--- src/rtl/display_counter_3bits.sv ---
// Button-driven 3-bit up/down counter with synchronizers, debounce and auto-repeat.
// The registered digit feeds the display_3bits 7-segment decoder.
module display_counter_3bits #(
  parameter int DEBOUNCE_CYCLES = 4,
  parameter int REPEAT_DELAY    = 16,
  parameter int REPEAT_PERIOD   = 8
) (
  input  logic       clk,
  input  logic       rst_n,
  input  logic       btn_up,
  input  logic       btn_down,
  input  logic       btn_clear,
  output logic [2:0] digit,
  output logic       step_pulse,
  output logic       wrap_pulse
);

  localparam int DBW  = (DEBOUNCE_CYCLES > 1) ? $clog2(DEBOUNCE_CYCLES) : 1;
  localparam int RMAX = (REPEAT_DELAY > REPEAT_PERIOD) ? REPEAT_DELAY : REPEAT_PERIOD;
  localparam int RW   = (RMAX > 1) ? $clog2(RMAX) : 1;

  localparam logic [DBW-1:0] DB_LAST = DBW'(DEBOUNCE_CYCLES - 1);
  localparam logic [RW-1:0]  RD_LAST = RW'(REPEAT_DELAY - 1);
  localparam logic [RW-1:0]  RP_LAST = RW'(REPEAT_PERIOD - 1);

  typedef enum logic [1:0] {
    IDLE,
    PRESS,
    REPEAT
  } state_t;

  // Button index 0 = up, 1 = down, 2 = clear.
  logic [2:0]     raw;
  logic [2:0]     sync1;
  logic [2:0]     sync2;
  logic [2:0]     deb;
  logic [2:0]     deb_q;
  logic [2:0]     press;
  logic [DBW-1:0] db_cnt [3];

  state_t        state;
  state_t        state_n;
  logic          dir_up;
  logic          dir_n;
  logic [RW-1:0] rpt_cnt;
  logic [RW-1:0] cnt_n;
  logic          do_step;
  logic          step_up;
  logic          held;
  logic [2:0]    digit_n;
  logic          wrap_n;

  assign raw   = {btn_clear, btn_down, btn_up};
  assign press = deb & ~deb_q;

  // A differing sample must persist DEBOUNCE_CYCLES cycles; any agreeing sample restarts the count.
  always_ff @(posedge clk or negedge rst_n) begin
    if (!rst_n) begin
      sync1 <= '0;
      sync2 <= '0;
      deb   <= '0;
      deb_q <= '0;
      for (int i = 0; i < 3; i++) begin
        db_cnt[i] <= '0;
      end
    end else begin
      sync1 <= raw;
      sync2 <= sync1;
      deb_q <= deb;
      for (int i = 0; i < 3; i++) begin
        if (sync2[i] != deb[i]) begin
          if (db_cnt[i] == DB_LAST) begin
            deb[i]    <= sync2[i];
            db_cnt[i] <= '0;
          end else begin
            db_cnt[i] <= db_cnt[i] + 1'b1;
          end
        end else begin
          db_cnt[i] <= '0;
        end
      end
    end
  end

  // The FSM tracks only the button that started the press; clear overrides everything.
  always_comb begin
    state_n = state;
    dir_n   = dir_up;
    cnt_n   = rpt_cnt;
    do_step = 1'b0;
    step_up = dir_up;
    held    = dir_up ? deb[0] : deb[1];
    if (press[2]) begin
      state_n = IDLE;
      cnt_n   = '0;
    end else begin
      case (state)
        IDLE: begin
          if (press[0] && !press[1]) begin
            do_step = 1'b1;
            step_up = 1'b1;
            dir_n   = 1'b1;
            state_n = PRESS;
            cnt_n   = '0;
          end else if (press[1] && !press[0]) begin
            do_step = 1'b1;
            step_up = 1'b0;
            dir_n   = 1'b0;
            state_n = PRESS;
            cnt_n   = '0;
          end
        end
        PRESS: begin
          if (!held) begin
            state_n = IDLE;
            cnt_n   = '0;
          end else if (rpt_cnt == RD_LAST) begin
            do_step = 1'b1;
            state_n = REPEAT;
            cnt_n   = '0;
          end else begin
            cnt_n = rpt_cnt + 1'b1;
          end
        end
        REPEAT: begin
          if (!held) begin
            state_n = IDLE;
            cnt_n   = '0;
          end else if (rpt_cnt == RP_LAST) begin
            do_step = 1'b1;
            cnt_n   = '0;
          end else begin
            cnt_n = rpt_cnt + 1'b1;
          end
        end
        default: begin
          state_n = IDLE;
          cnt_n   = '0;
        end
      endcase
    end

    digit_n = digit;
    wrap_n  = 1'b0;
    if (press[2]) begin
      digit_n = 3'd0;
    end else if (do_step) begin
      digit_n = step_up ? digit + 3'd1 : digit - 3'd1;
      wrap_n  = step_up ? (digit == 3'd7) : (digit == 3'd0);
    end
  end

  always_ff @(posedge clk or negedge rst_n) begin
    if (!rst_n) begin
      state      <= IDLE;
      dir_up     <= 1'b0;
      rpt_cnt    <= '0;
      digit      <= 3'd0;
      step_pulse <= 1'b0;
      wrap_pulse <= 1'b0;
    end else begin
      state      <= state_n;
      dir_up     <= dir_n;
      rpt_cnt    <= cnt_n;
      digit      <= digit_n;
      step_pulse <= do_step;
      wrap_pulse <= wrap_n;
    end
  end

endmodule

--- config.mk ---
export PLATFORM = sky130hd
export DESIGN_NAME = display_counter_3bits
export DESIGN_NICKNAME = d
export VERILOG_FILES = /design/src/rtl/display_counter_3bits.sv
export SDC_FILE = /design/constraint.sdc
export NUM_CORES = 1
export LEC_CHECK = 0
export BUFFER_PORTS_ARGS = -buffer_cell sky130_fd_sc_hd__buf_4
export CORE_ASPECT_RATIO = 1.1
export CORE_MARGIN = 2
export CORE_UTILIZATION = 29
export CTS_BUF_LIST = sky130_fd_sc_hd__clkbuf_8
export CTS_CLUSTER_SIZE = 25
export DETAILED_ROUTE_END_ITERATION = 10
export PLACE_DENSITY = 0.53
export RECOVER_POWER = 50
export REMOVE_ABC_BUFFERS = 1
export SLEW_MARGIN = 0
export SYNTH_ARGS = -nofsm -noshare
export SYNTH_HDL_FRONTEND = slang
export SYNTH_SLANG_ARGS = --single-unit
--- constraint.sdc ---
create_clock -name clk -period 5.9 [get_ports clk]
set_input_delay 0.59 -clock clk [delete_from_list [all_inputs] [get_ports clk]]
set_output_delay 0.59 -clock clk [all_outputs]
set_load 0.01 [all_outputs]
Yosys cells after proc, flatten, opt, wreduce, memory -nomap -nowiden
Cells that the tools add are included.
- output and inout port bits: 5
- flip-flop bits (word level): 30
- word-level logic and storage cells: 88
- input port bits: 5
- mux-type cells: 40
- reductions and logical operators: 11
- bitwise operators: 2
- equality and inequality tests: 14
- $add $sub $neg: 6
- operator list (kind ; count):
    two-way mux 4 bit ; 7
    two-way mux 2 bit ; 12
    two-way mux 1 bit ; 15
    case mux 4 bit (3 select lines) ; 1
    two-way mux 3 bit ; 3
    == test 2 bit (second input constant) ; 4
    inequality test 4 bit (second input constant) ; 2
    adder 2 x 1 -> 2 bit (second input constant) ; 3
    case mux 2 bit (3 select lines) ; 1
    AND reduction 2 bit ; 3
    adder 4 x 1 -> 4 bit (second input constant) ; 1
    == test 4 x 3 -> 1 bit (second input constant) ; 1
    == test 4 bit (second input constant) ; 1
    adder 3 x 1 -> 3 bit (second input constant) ; 1
    bitwise AND 3 bit ; 1
    == test 3 bit (second input constant) ; 1
    logical NOT 3 bit ; 1
    inequality test 1 bit ; 3
    inequality test 3 bit (second input constant) ; 1
    inverter 3 bit ; 1
    case mux 1 bit (3 select lines) ; 1
    AND reduction 3 bit ; 1
    subtractor 3 x 1 -> 3 bit (second input constant) ; 1
    == test 2 x 1 -> 1 bit (second input constant) ; 1
    other kinds (4) ; 6

Longest topological paths before layout
Gate-level depths: netlist of the first run.
- word-level depth: 11
- mapped depth: 12

Worst setup path before layout of the first run
Ideal clock, no wire load.
- path type: reg-to-reg
- start: reg deb[0]
- end: reg digit[2]
- setup slack: 3.888 ns
- cell stages (with the launch flop): 12
- required time: 5.821 ns
- clock period less this slack: 2.012 ns
- arrival time: 1.933 ns
- library setup time: 0.079 ns
- cell sequence: dfrtp_1 > nor2b_1 > inv_1 > ha_1 > nand2_1 > o21ai_2 > nand2_2 > xnor2_1 > ha_1 > a21bo_2 > a21oi_1 > mux2i_1
- word-level cells in the longest chain between the ends: 10
- elaborated cells between the ends (all ways): 19
- those cells by class: 14 x mux; 1 x bitwise; 4 x reduce/logical
- RTL lines (what ; RTL line ; RTL):
    start, declared ; 36 ; logic [2:0] deb;
    start signal, assigned by index ; 73 ; deb[i] <= sync2[i];
    bitwise AND 3 bit ; 54 ; assign press = deb & ~deb_q;
    logical NOT 1 bit ; 105 ; end else if (press[1] && !press[0]) begin
    logical AND 1 bit ; 105 ;
    two-way mux 1 bit ; 105 ;
    two-way mux 1 bit ; 99 ; if (press[0] && !press[1]) begin
    two-way mux 1 bit (2 in series) ; n/a ;
    two-way mux 3 bit ; 148 ; digit_n = step_up ? digit + 3'd1 : digit - 3'd1;
    two-way mux 3 bit ; 147 ; end else if (do_step) begin
    two-way mux 3 bit ; 145 ; if (press[2]) begin
    end signal, assigned ; 165 ; digit <= digit_n;
    end, declared ; 13 ; output logic [2:0] digit,
Parallel ways exist; a longest one is shown, timed or not. The select of a mux whose other input is x is not followed.
A chain may end at the register's enable or synchronous reset.

Worst setup path after layout of the first run
- start: reg deb[1]
- end: reg digit[2]
- word-level cells in the longest chain between the ends: 9
- elaborated cells between the ends (all ways): 19
- those cells by class: 14 x mux; 1 x bitwise; 4 x reduce/logical
- RTL lines (what ; RTL line):
    bitwise AND 3 bit ; 54
    logical AND 1 bit or logical NOT 1 bit (tied branches) ; 105, 99
    two-way mux 1 bit or logical AND 1 bit (tied branches) ; 105, 99
    two-way mux 1 bit ; 99
    two-way mux 1 bit (2 in series) ; n/a
    two-way mux 3 bit ; 148
    two-way mux 3 bit ; 147
    two-way mux 3 bit ; 145
Parallel ways exist; a longest one is shown, timed or not. The select of a mux whose other input is x is not followed.

==> results of run 1 <==
## power by group through the flow
| stage | sequential [mW] | combinational, mW | clock, mW |
|---|---|---|---|
| final | 0.321 | 0.341 | 0.164 |
| after global routing | 0.332 | 0.398 | 0.181 |
| after CTS | 0.322 | 0.349 | 0.172 |
| after detailed placement | 0.326 | 0.347 | 0 |
| after global placement | 0.321 | 0.340 | 0 |
| after floorplan | 0.318 | 0.269 | 0 |
## layout by cell type, fill, tap and decap left out, drive strengths merged, types with 5 or more instances in the layout
master,count
nand3,6
inv,5
clkbuf,10
ha,11
nor2,11
buf,5
nor2b,6
dfrtp,30
nand2,11
## area by class of cell
cell class	count	share of cell area, %
clock buffers	6	5.13
clock inverters	2	0.544
inverters	4	0.932
multi-input cells	84	38.5
flip-flops and latches	30	46.6
well taps	56	4.35
repair buffers	9	3.96
## through the flow
stage	hold slack, ns	setup WS, ns
after detailed placement	0.339	3.71
after global routing	0.369	3.47
after global placement	0.334	3.81
final	0.349	3.74
after CTS	0.234	3.71
after floorplan	0.294	3.89
## routing by layer
metal	routed length [µm]	GRT usage, %	vias to the layer above
met5	0	0	-
met4	53	5.38	0
met1	925	10.9	438
li1	-	-	440
met2	1070	15.3	14
met3	88	3.57	6
## cells by family after synthesis
kind of cell / share of synthesized area [%]
simple gates: 19.0
xor+xnor: 3.79
buf+inv: 1.08
compound gates: 7.05
fa+ha+maj: 9.94
mux: 4.97
flops: 54.2
## final timing paths
kind,endpoint,slack (ns),depth (start not counted)
setup reg to reg,digit[2],3.74,10
hold / removal,sync2[1],0.35,0
setup / recovery,digit[2],3.74,10
max in group asynchronous,rpt_cnt[3],4.32,1
hold reg to reg,sync2[1],0.35,0
min in group asynchronous,db_cnt[1],0.68,1
## worst max-delay path, delay by kind of cell (launching register included)
kind	cells	cell delay, ns
flip-flops	1	0.41
AND/OR/NAND/NOR	3	0.39
AO/OA/AOI/OAI	3	0.55
XOR/XNOR	1	0.15
multiplexers	1	0.19
adder cells (fa/ha/maj)	2	0.41
## state kept, by name, indices dropped and copies added (netlist names)
name,flops
rpt_cnt,4
wrap_pulse,1
dir_up,1
db_cnt,6
deb,3
deb_q,3
digit,3
sync2,3
sync1,3
step_pulse,1
state,2
==> qor.csv, run 1 <==
stage;metric;value;unit
power_and_ir_drop;p_seq_share;38.8;%
routing;finalWirelength;2130;µm
sta;setup_viol_count_final;0;
sta;fin_tns_setup;0;ns
synthesis;syn_inst;118;
synthesis;ys_types;32;
routing;via_per_inst;4.70;
power_and_ir_drop;powerDensity;513;mW/mm²
sta;max_slew_margin;-2.59;%
place;dp_cells;183;
clock_network;cts_tree;done;
power_and_ir_drop;swShare;35.9;%
power_and_ir_drop;peakVddDrop;179;µV
clock_network;cts_hold_buf;0;
worst_setup_path;rr_startpoint;deb[1];
synthesis;synth_most_common_cell;dfrtp_1;
die;die-area;0.00535;mm²
grt;antenna_found_initial;0;
place;placed_area;0.00152;mm²
grt;grt_start_max_net_pins;31;
synthesis;yosys-top-cells-count;dfrtp_1 (30), ha_1 (11), nor2_1 (11);
die;fp.dieW;69.9;µm
outcome;violations;capacitance limit, slew limit;
synthesis;synth.largest_area_cell;dfrtp_1;
clock_network;cts_resized;0;
die;core-area;0.00462;mm²
run;maxCapViolations;1;
finish;drive_gt1_share;19.3;%
place;place_congestion;0.825;
die;fp.dieH;76.5;µm
worst_setup_path;crit_path_cell_trace;nor2b_1 > ha_1 > nand2_1 > o21ai_2 > nand2_2 > xnor2_1 > ha_1 > a21bo_2 > a21oi_1 > mux2i_1;
sta;hold_viol_final;0;
power_and_ir_drop;switchingPower;0.297;mW
clock_network;cts_root_buffer;clkbuf_8;
die;num_io_pins;10;
worst_hold_path;hold_class;reg2reg;
grt;grt_pass1_vias;900;
clock_network;cts.clk_slew.worst_paths;0.06;ns
power_and_ir_drop;power.total;0.826;mW
clock_network;numCtsBuffers;5;
sta;fin_crit;2.16;ns
clock_network;clkLatencyLatePin;0.28;ns
clock_network;cts_setup_buffers;0;
finish;final_area;0.00161;mm²
die;start_util;30.0;%
routing;detail_route.wl_per_cell;11.2;µm
sta;timing.fmax;463;MHz
synthesis;ys_seq_elements;30;
sta;fin_skew;0.00498;ns
worst_setup_path;critPathMostFrequentCell;ha_1;
sta;tightestPinTransition;1.54;ns
die;num_rows;26;
clock_network;htreeDepth;2;
worst_setup_path;worstSetupStartpointType;flip-flop;
power_and_ir_drop;clockPowerShare;19.8;%
synthesis;ys_async_sr_fraction;100;%
worst_hold_path;hp-start;sync1[1];
power_and_ir_drop;p_comb_share;41.3;%
grt;grt_usage;9.55;%
finish;multi_input_area;619;µm²
finish;final_cells;191;
sta;finalMaxSlewViolations;31;
sta;fin_crit_sh;36.6;%
finish;regArea;751;µm²
synthesis;ys_warn_count;0;
sta;rsz0062_at_grt;no;
outcome;status;finished with violations;
worst_setup_path;arrival;2.37;ns
clock_network;ctsLongestPathBuffers;2;
grt;globalRoute.totalOverflow;0;
finish;layout.nets;150;
worst_setup_path;crit_start;deb[1];
synthesis;yosys-top-cells-area;dfrtp_1 (54%), ha_1 (9.9%), nor2_1 (3.0%);
synthesis;ys.flop_type;dfrtp_1;
synthesis;avgSynthCellArea;11.7;µm²
routing;drtAntennaViolNets;0;
worst_setup_path;cp_data_required_time;6.11;ns
synthesis;synth_top_area_share;54.2;%
synthesis;synth_edf_count;0;
place;numPortBuffers;9;
worst_setup_path;setup.worst_path.end_class;flip-flop;
place;dpl.hpwl;1580;µm
power_and_ir_drop;leakage;0.766;nW
worst_setup_path;cpPeakStageDelay;0.41;ns
worst_setup_path;path_class;reg2reg;
routing;vias;898;
routing;drc;0;
routing;drt-pass1-iter-count;4;
synthesis;seq_area_frac_synth;54.2;%
worst_setup_path;crit_slowest_cell;dfrtp_1;
finish;final_util;34.9;%
routing;drt_iter0_markers;18;
grt;grt_pass1_wl;3990;µm
finish;syn_to_final_growth;16.3;%
finish;nFillCells;474;
clock_network;cts_sinks;30;
finish;diodes;0;
synthesis;mappedNetlistArea;0.00139;mm²
power_and_ir_drop;p_int;0.529;mW
worst_setup_path;crit_fanout;5;
Note: power is estimated with default switching activity, not from simulation.
==> inputs of run 2 (changes only) <==
--- a/config.mk
+++ b/config.mk
@@ -5,6 +5,7 @@
 export SDC_FILE = /design/constraint.sdc
 export NUM_CORES = 1
 export LEC_CHECK = 0
+export ABC_AREA = 1
 export BUFFER_PORTS_ARGS = -buffer_cell sky130_fd_sc_hd__buf_4
 export CORE_ASPECT_RATIO = 1.1
 export CORE_MARGIN = 2
@@ -12,7 +13,7 @@
 export CTS_BUF_LIST = sky130_fd_sc_hd__clkbuf_8
 export CTS_CLUSTER_SIZE = 25
 export DETAILED_ROUTE_END_ITERATION = 10
-export PLACE_DENSITY = 0.53
+export PLACE_DENSITY = 0.55
 export RECOVER_POWER = 50
 export REMOVE_ABC_BUFFERS = 1
 export SLEW_MARGIN = 0
==> constraint.sdc (replaced) <==
create_clock -name clk -period 1.9 [get_ports clk]
set_input_delay 0.19 -clock clk [delete_from_list [all_inputs] [get_ports clk]]
set_output_delay 0.19 -clock clk [all_outputs]
set_load 0.01 [all_outputs]
==> qor.csv, run 2 <==
stage;metric;value;unit
finish;top_regs;db_cnt x6, rpt_cnt x4;
sta;max_slew_margin;51.5;%
synthesis;ys_warn_count;0;
grt;grt_start_max_net_pins;31;
routing;drtAntennaViolNets;0;
die;num_rows;27;
routing;drt-pass1-iter-count;4;
die;die-area;0.00560;mm²
power_and_ir_drop;p_comb_share;48.6;%
synthesis;synth_most_common_cell;dfrtp_1;
finish;layout.nets;196;
die;core-area;0.00493;mm²
place;place_congestion;0.799;
grt;grt_usage;9.92;%
finish;layout_commonest_cell;dfrtp_1;
clock_network;clkLatencyLatePin;0.28;ns
finish;multi_input_area;641;µm²
finish;nFillCells;520;
worst_setup_path;path_class;reg2reg;
power_and_ir_drop;swShare;40.3;%
worst_setup_path;setup.worst_path.end_class;flip-flop;
power_and_ir_drop;p_int;1.73;mW
power_and_ir_drop;leakage;0.914;nW
synthesis;avgSynthCellArea;9.76;µm²
sta;fin_crit_sh;95.2;%
synthesis;yosys-top-cells-count;dfrtp_1 (30), nand2_1 (24), inv_1 (20);
worst_setup_path;worstSetupStartpointType;flip-flop;
synthesis;synth.largest_area_cell;dfrtp_1;
finish;regArea;751;µm²
clock_network;htreeDepth;2;
power_and_ir_drop;clockPowerShare;18.0;%
clock_network;cts_root_buffer;clkbuf_8;
synthesis;ys.flop_type;dfrtp_1;
routing;via_per_inst;4.33;
synthesis;synth_edf_count;0;
sta;hold_viol_final;0;
power_and_ir_drop;switchingPower;1.16;mW
worst_setup_path;arrival;1.97;ns
sta;fin_skew;0.00595;ns
power_and_ir_drop;p_seq_share;33.4;%
synthesis;yosys-top-cells-area;dfrtp_1 (52%), ha_1 (9.5%), nand2_1 (6.2%);
synthesis;ys_async_sr_fraction;100;%
clock_network;cts_tree;done;
synthesis;syn_inst;149;
synthesis;ys_seq_elements;30;
routing;drt_iter0_markers;40;
place;placed_area;0.00168;mm²
die;start_util;29.5;%
worst_setup_path;worst-r2r-setup-slack;0.09;ns
worst_hold_path;hold_class;in2reg;
clock_network;numCtsBuffers;5;
clock_network;cts.clk_slew.worst_paths;0.06;ns
finish;drive_gt1_share;32.6;%
clock_network;cts_sinks;30;
die;num_io_pins;10;
routing;vias;1035;
sta;rsz0062_at_grt;yes;
worst_setup_path;crit_fanout;2;
finish;mostFrequentLayoutCells;dfrtp_1 (30), nand2_1 (23), inv_1 (19), buf_4 (18);
finish;top_register;db_cnt;
finish;final_area;0.00182;mm²
finish;diodes;0;
place;numPortBuffers;9;
routing;detail_route.wl_per_cell;10.6;µm
synthesis;seq_area_frac_synth;51.6;%
sta;setup_viol_count_final;0;
worst_setup_path;cp_data_required_time;2.06;ns
synthesis;ys_types;25;
synthesis;mappedNetlistArea;0.00145;mm²
sta;timing.fmax;553;MHz
place;post-place-ws;-0.00666;ns
die;fp.dieH;78.3;µm
clock_network;ctsLongestPathBuffers;2;
grt;grt_pass1_vias;1049;
finish;largest_reg_flops;6;
routing;drc;0;
power_and_ir_drop;peakVddDrop;841;µV
outcome;status;finished, final reports clean;
finish;syn_to_final_growth;25.1;%
grt;grt_pass1_wl;4350;µm
routing;finalWirelength;2520;µm
place;dpl.hpwl;1750;µm
power_and_ir_drop;powerDensity;1590;mW/mm²
grt;globalRoute.totalOverflow;0;
run;maxCapViolations;0;
die;fp.dieW;71.5;µm
sta;finalMaxSlewViolations;0;
sta;tightestPinTransition;0.728;ns
synthesis;synth_top_area_share;51.6;%
sta;fin_tns_setup;0;ns
finish;final_util;36.9;%
grt;antenna_found_initial;0;
sta;layout_setup_ws;0.0921;ns
sta;fin_crit;1.81;ns
-- run 2: changes by cell type in the layout (fill, tap and decap cells not counted), moves of 5 or more --
cell | previous run | this run
inv_1 | 5 | 19
buf_4 | 5 | 18
nand2_1 | 10 | 23
nor2b_1 | 6 | 0
nand2_2 | 1 | 6
-- run 2: cells by family after synthesis --
logic type / after synthesis / synth area share (%)
adders and majority gates: 11 / 9.47
DFF: 30 / 51.6
muxes: 1 / 0.774
xor gates and xnor gates: 4 / 2.41
AOI/OAI and AO/OA: 15 / 5.42
buffers and inverters: 23 / 6.02
and+or+nand+nor: 65 / 24.3
-- run 2: final timing paths --
check | start | end | depth (start not counted)
worst max-delay path | deb[0] | digit[2] | 18
worst max register to register | deb[0] | digit[2] | 18
worst min register to register | sync1[1] | sync2[1] | 0
min in group asynchronous | rst_n | rpt_cnt[0] | 2
max in group asynchronous | rst_n | db_cnt[0] | 2
worst min-delay path | btn_up | sync1[0] | 1
-- run 2: power groups by stage --
stage	logic, mW	registers (mW)	clock network, mW
detailed placement	1.31	0.968	0
finish	1.41	0.966	0.519
global route	1.60	0.988	0.570
floorplan	0.886	0.970	0
global placement	1.30	0.965	0
CTS	1.34	0.961	0.537
-- run 2: critical path, stage by stage, from the launching register on --
cell	delay, ns
dfrtp_1	0.36
inv_2	0.06
nor2_4	0.10
inv_1	0.05
ha_2	0.17
nand2_2	0.05
inv_2	0.04
nand2_4	0.05
nand2_4	0.06
nand2_4	0.06
xor2_1	0.16
inv_1	0.07
ha_2	0.17
inv_2	0.04
nand2_2	0.05
nand3_2	0.05
nand2_1	0.05
nand2_1	0.06
nand2_1	0.05
-- run 2: final cells by class --
class | instances | area share, %
inverter | 23 | 4.81
clock buffer | 6 | 4.54
tap | 58 | 3.99
clock inverter | 2 | 0.481
multi-input combinational | 96 | 35.2
timing repair buffer | 24 | 9.70
sequential | 30 | 41.3
-- run 2: stage by stage --
step / instances / hold slack, ns / total power [mW]
after CTS: 237 / 0.0130 / 2.84
after global routing: 239 / 0.0229 / 3.16
after global placement: 227 / 0.144 / 2.26
after floorplan: 149 / -0.106 / 1.86
final: 239 / 0.0430 / 2.89
after detailed placement: 227 / 0.140 / 2.28
-- run 2: what timing repair did --
item / CTS / global route
pin swaps: 0 / 4
cloned: 0 / 0
resized for setup: 1 / 10
hold buffers: 1 / 0
endpoints found under the setup margin: 1 / 1
setup buffers: 1 / 2
hold endpoints to repair: 30 / 0
-- run 2: routing by layer --
layer	global-route usage [%]	share of wire (%)	up-vias
li1	-	-	539
met1	12.1	48	479
met2	16.2	47	13
met3	3.47	4.0	4
met4	3.40	1.1	0
met5	0	0	-
==> inputs of run 3 (changes only) <==
--- a/config.mk
+++ b/config.mk
@@ -7,7 +7,6 @@
 export LEC_CHECK = 0
 export ABC_AREA = 1
 export BUFFER_PORTS_ARGS = -buffer_cell sky130_fd_sc_hd__buf_4
-export CORE_ASPECT_RATIO = 1.1
 export CORE_MARGIN = 2
 export CORE_UTILIZATION = 29
 export CTS_BUF_LIST = sky130_fd_sc_hd__clkbuf_8
==> qor.csv, run 3 (synthesis results as in run 2) <==
stage;metric;value;unit
worst_setup_path;crit_start;state[0];
grt;antenna_found_initial;0;
power_and_ir_drop;leakage;0.931;nW
die;die-area;0.00560;mm²
worst_setup_path;reg2reg_depth;16;
finish;layout.nets;195;
clock_network;cts_sinks;30;
clock_network;numCtsBuffers;5;
grt;grt_pass1_wl;4600;µm
sta;max_slew_margin;50.3;%
power_and_ir_drop;powerDensity;1670;mW/mm²
clock_network;ctsLongestPathBuffers;2;
worst_setup_path;setup.worst_path.end_class;flip-flop;
routing;finalWirelength;2560;µm
worst_setup_path;crit_slowest_cell;dfrtp_1;
worst_setup_path;worstSetupStartpointType;flip-flop;
routing;via_per_inst;4.13;
finish;layout_commonest_cell;dfrtp_1;
die;fp.dieH;74.8;µm
worst_setup_path;path_class;reg2reg;
finish;final_cells;247;
grt;grt_pass1_vias;1011;
power_and_ir_drop;peakVddDrop;664;µV
finish;largest_reg_flops;6;
finish;mostFrequentLayoutCells;dfrtp_1 (30), nand2_1 (23), inv_1 (20), buf_4 (14);
worst_setup_path;crit_fanout;4;
worst_setup_path;crit_path_cell_trace;inv_1 > ha_4 > nand2_2 > inv_2 > nand2_4 > nand2_4 > nand2_4 > xor2_2 > inv_1 > ha_1 > inv_1 > nand2_2 > nand3_1 > nand2_1 > nand2_1 > nand2_1;
sta;fin_skew;0.00780;ns
place;dp_cells;232;
routing;drt-pass1-iter-count;4;
sta;whs;0.349;ns
worst_setup_path;rr_startpoint;state[0];
grt;grt_usage;11.3;%
sta;fin_crit;1.75;ns
worst_setup_path;cp_data_required_time;2.09;ns
routing;drc;0;
sta;timing.fmax;572;MHz
finish;diodes;0;
worst_hold_path;hold_depth;0;
worst_setup_path;arrival;1.94;ns
sta;layout_setup_ws;0.152;ns
place;dpl.hpwl;1690;µm
clock_network;cts_root_buffer;clkbuf_8;
die;num_rows;25;
finish;syn_to_final_growth;30.1;%
finish;final_area;0.00189;mm²
worst_setup_path;crit_family;simple AND/OR/NAND/NOR gates;
routing;vias;1019;
sta;tightestPinTransition;0.745;ns
worst_setup_path;worst-r2r-setup-slack;0.15;ns
grt;grt_start_max_net_pins;31;
outcome;status;finished, final reports clean;
run;maxCapViolations;0;
place;numPortBuffers;9;
die;num_io_pins;10;
die;fp.dieW;74.8;µm
routing;drtAntennaViolNets;0;
routing;detail_route.wl_per_cell;10.3;µm
worst_hold_path;hold_class;reg2reg;
finish;top_register;db_cnt;
die;start_util;30.4;%
worst_setup_path;cp-endpoint;digit[2];
sta;setup_viol_count_final;0;
worst_setup_path;crit_buf_inv;4;
worst_setup_path;timing.rr.end;digit[2];
sta;hold_viol_final;0;
clock_network;htreeDepth;2;
place;place_congestion;0.674;
die;core-area;0.00479;mm²
clock_network;cts_tree;done;
finish;drive_gt1_share;29.4;%
place;placed_area;0.00166;mm²
clock_network;clkLatencyLatePin;0.29;ns
clock_network;cts.clk_slew.worst_paths;0.07;ns
grt;globalRoute.totalOverflow;0;
place;post-place-ws;-0.00506;ns
worst_setup_path;cpPeakStageDelay;0.38;ns
sta;fin_crit_sh;92.0;%
routing;drt_iter0_markers;36;
finish;top_regs;db_cnt x6, rpt_cnt x4;
worst_setup_path;crit_cells;16;
sta;finalMaxSlewViolations;0;
-- run 3: per-stage QoR --
step	utilization [%]	power, mW	setup TNS, ns
2_1_floorplan	-	1.86	0
5_1_grt	39.5	3.45	-0.0171
3_3_place_gp	34.6	2.22	0
6_report	39.5	3.16	0
3_5_place_dp	34.6	2.23	-0.00506
4_1_cts	38.5	3.09	0
-- run 3: worst min path at each step --
stage | startpoint | to
2_1_floorplan | rst_n | db_cnt[0]
3_3_place_gp | rst_n | rpt_cnt[0]
3_5_place_dp | rst_n | rpt_cnt[0]
4_1_cts | sync1[0] | sync2[0]
5_1_grt | sync1[0] | sync2[0]
6_report | sync1[1] | sync2[1]
-- run 3: layer usage --
layer | routed length, µm | GRT usage (%) | up-vias
met5 | 0 | 0 | -
met4 | 53 | 4.76 | 0
met3 | 103 | 5.22 | 6
met2 | 1120 | 16.1 | 15
met1 | 1280 | 14.7 | 464
li1 | - | - | 534
-- run 3: cell type report --
class                           instances  area (µm²)
Clock buffer                            6        82.6
Clock inverter                          2        60.1
Timing Repair Buffer                   23         176
Tap cell                               67        83.8
Inverter                               23        87.6
Multi-Input combinational cell         96         651
Fill cell                             461        2890
Sequential cell                        30         751
-- run 3: power by group --
group / switching [mW] / leakage, nW / internal (mW) / total (mW)
logic: 0.775 / 0.479 / 0.592 / 1.37
clock network: 0.266 / 0.0714 / 0.559 / 0.826
registers: 0.138 / 0.381 / 0.829 / 0.968
-- run 3: timing repair --
action                                 in CTS  in global routing
hold buffers                                4                  0
endpoints found under the hold margin      33                  0
gates resized for setup                     1                  8
pin swaps                                   0                  1
setup buffers                               0                  3
setup endpoints to repair                   1                  2
cloned                                      0                  0
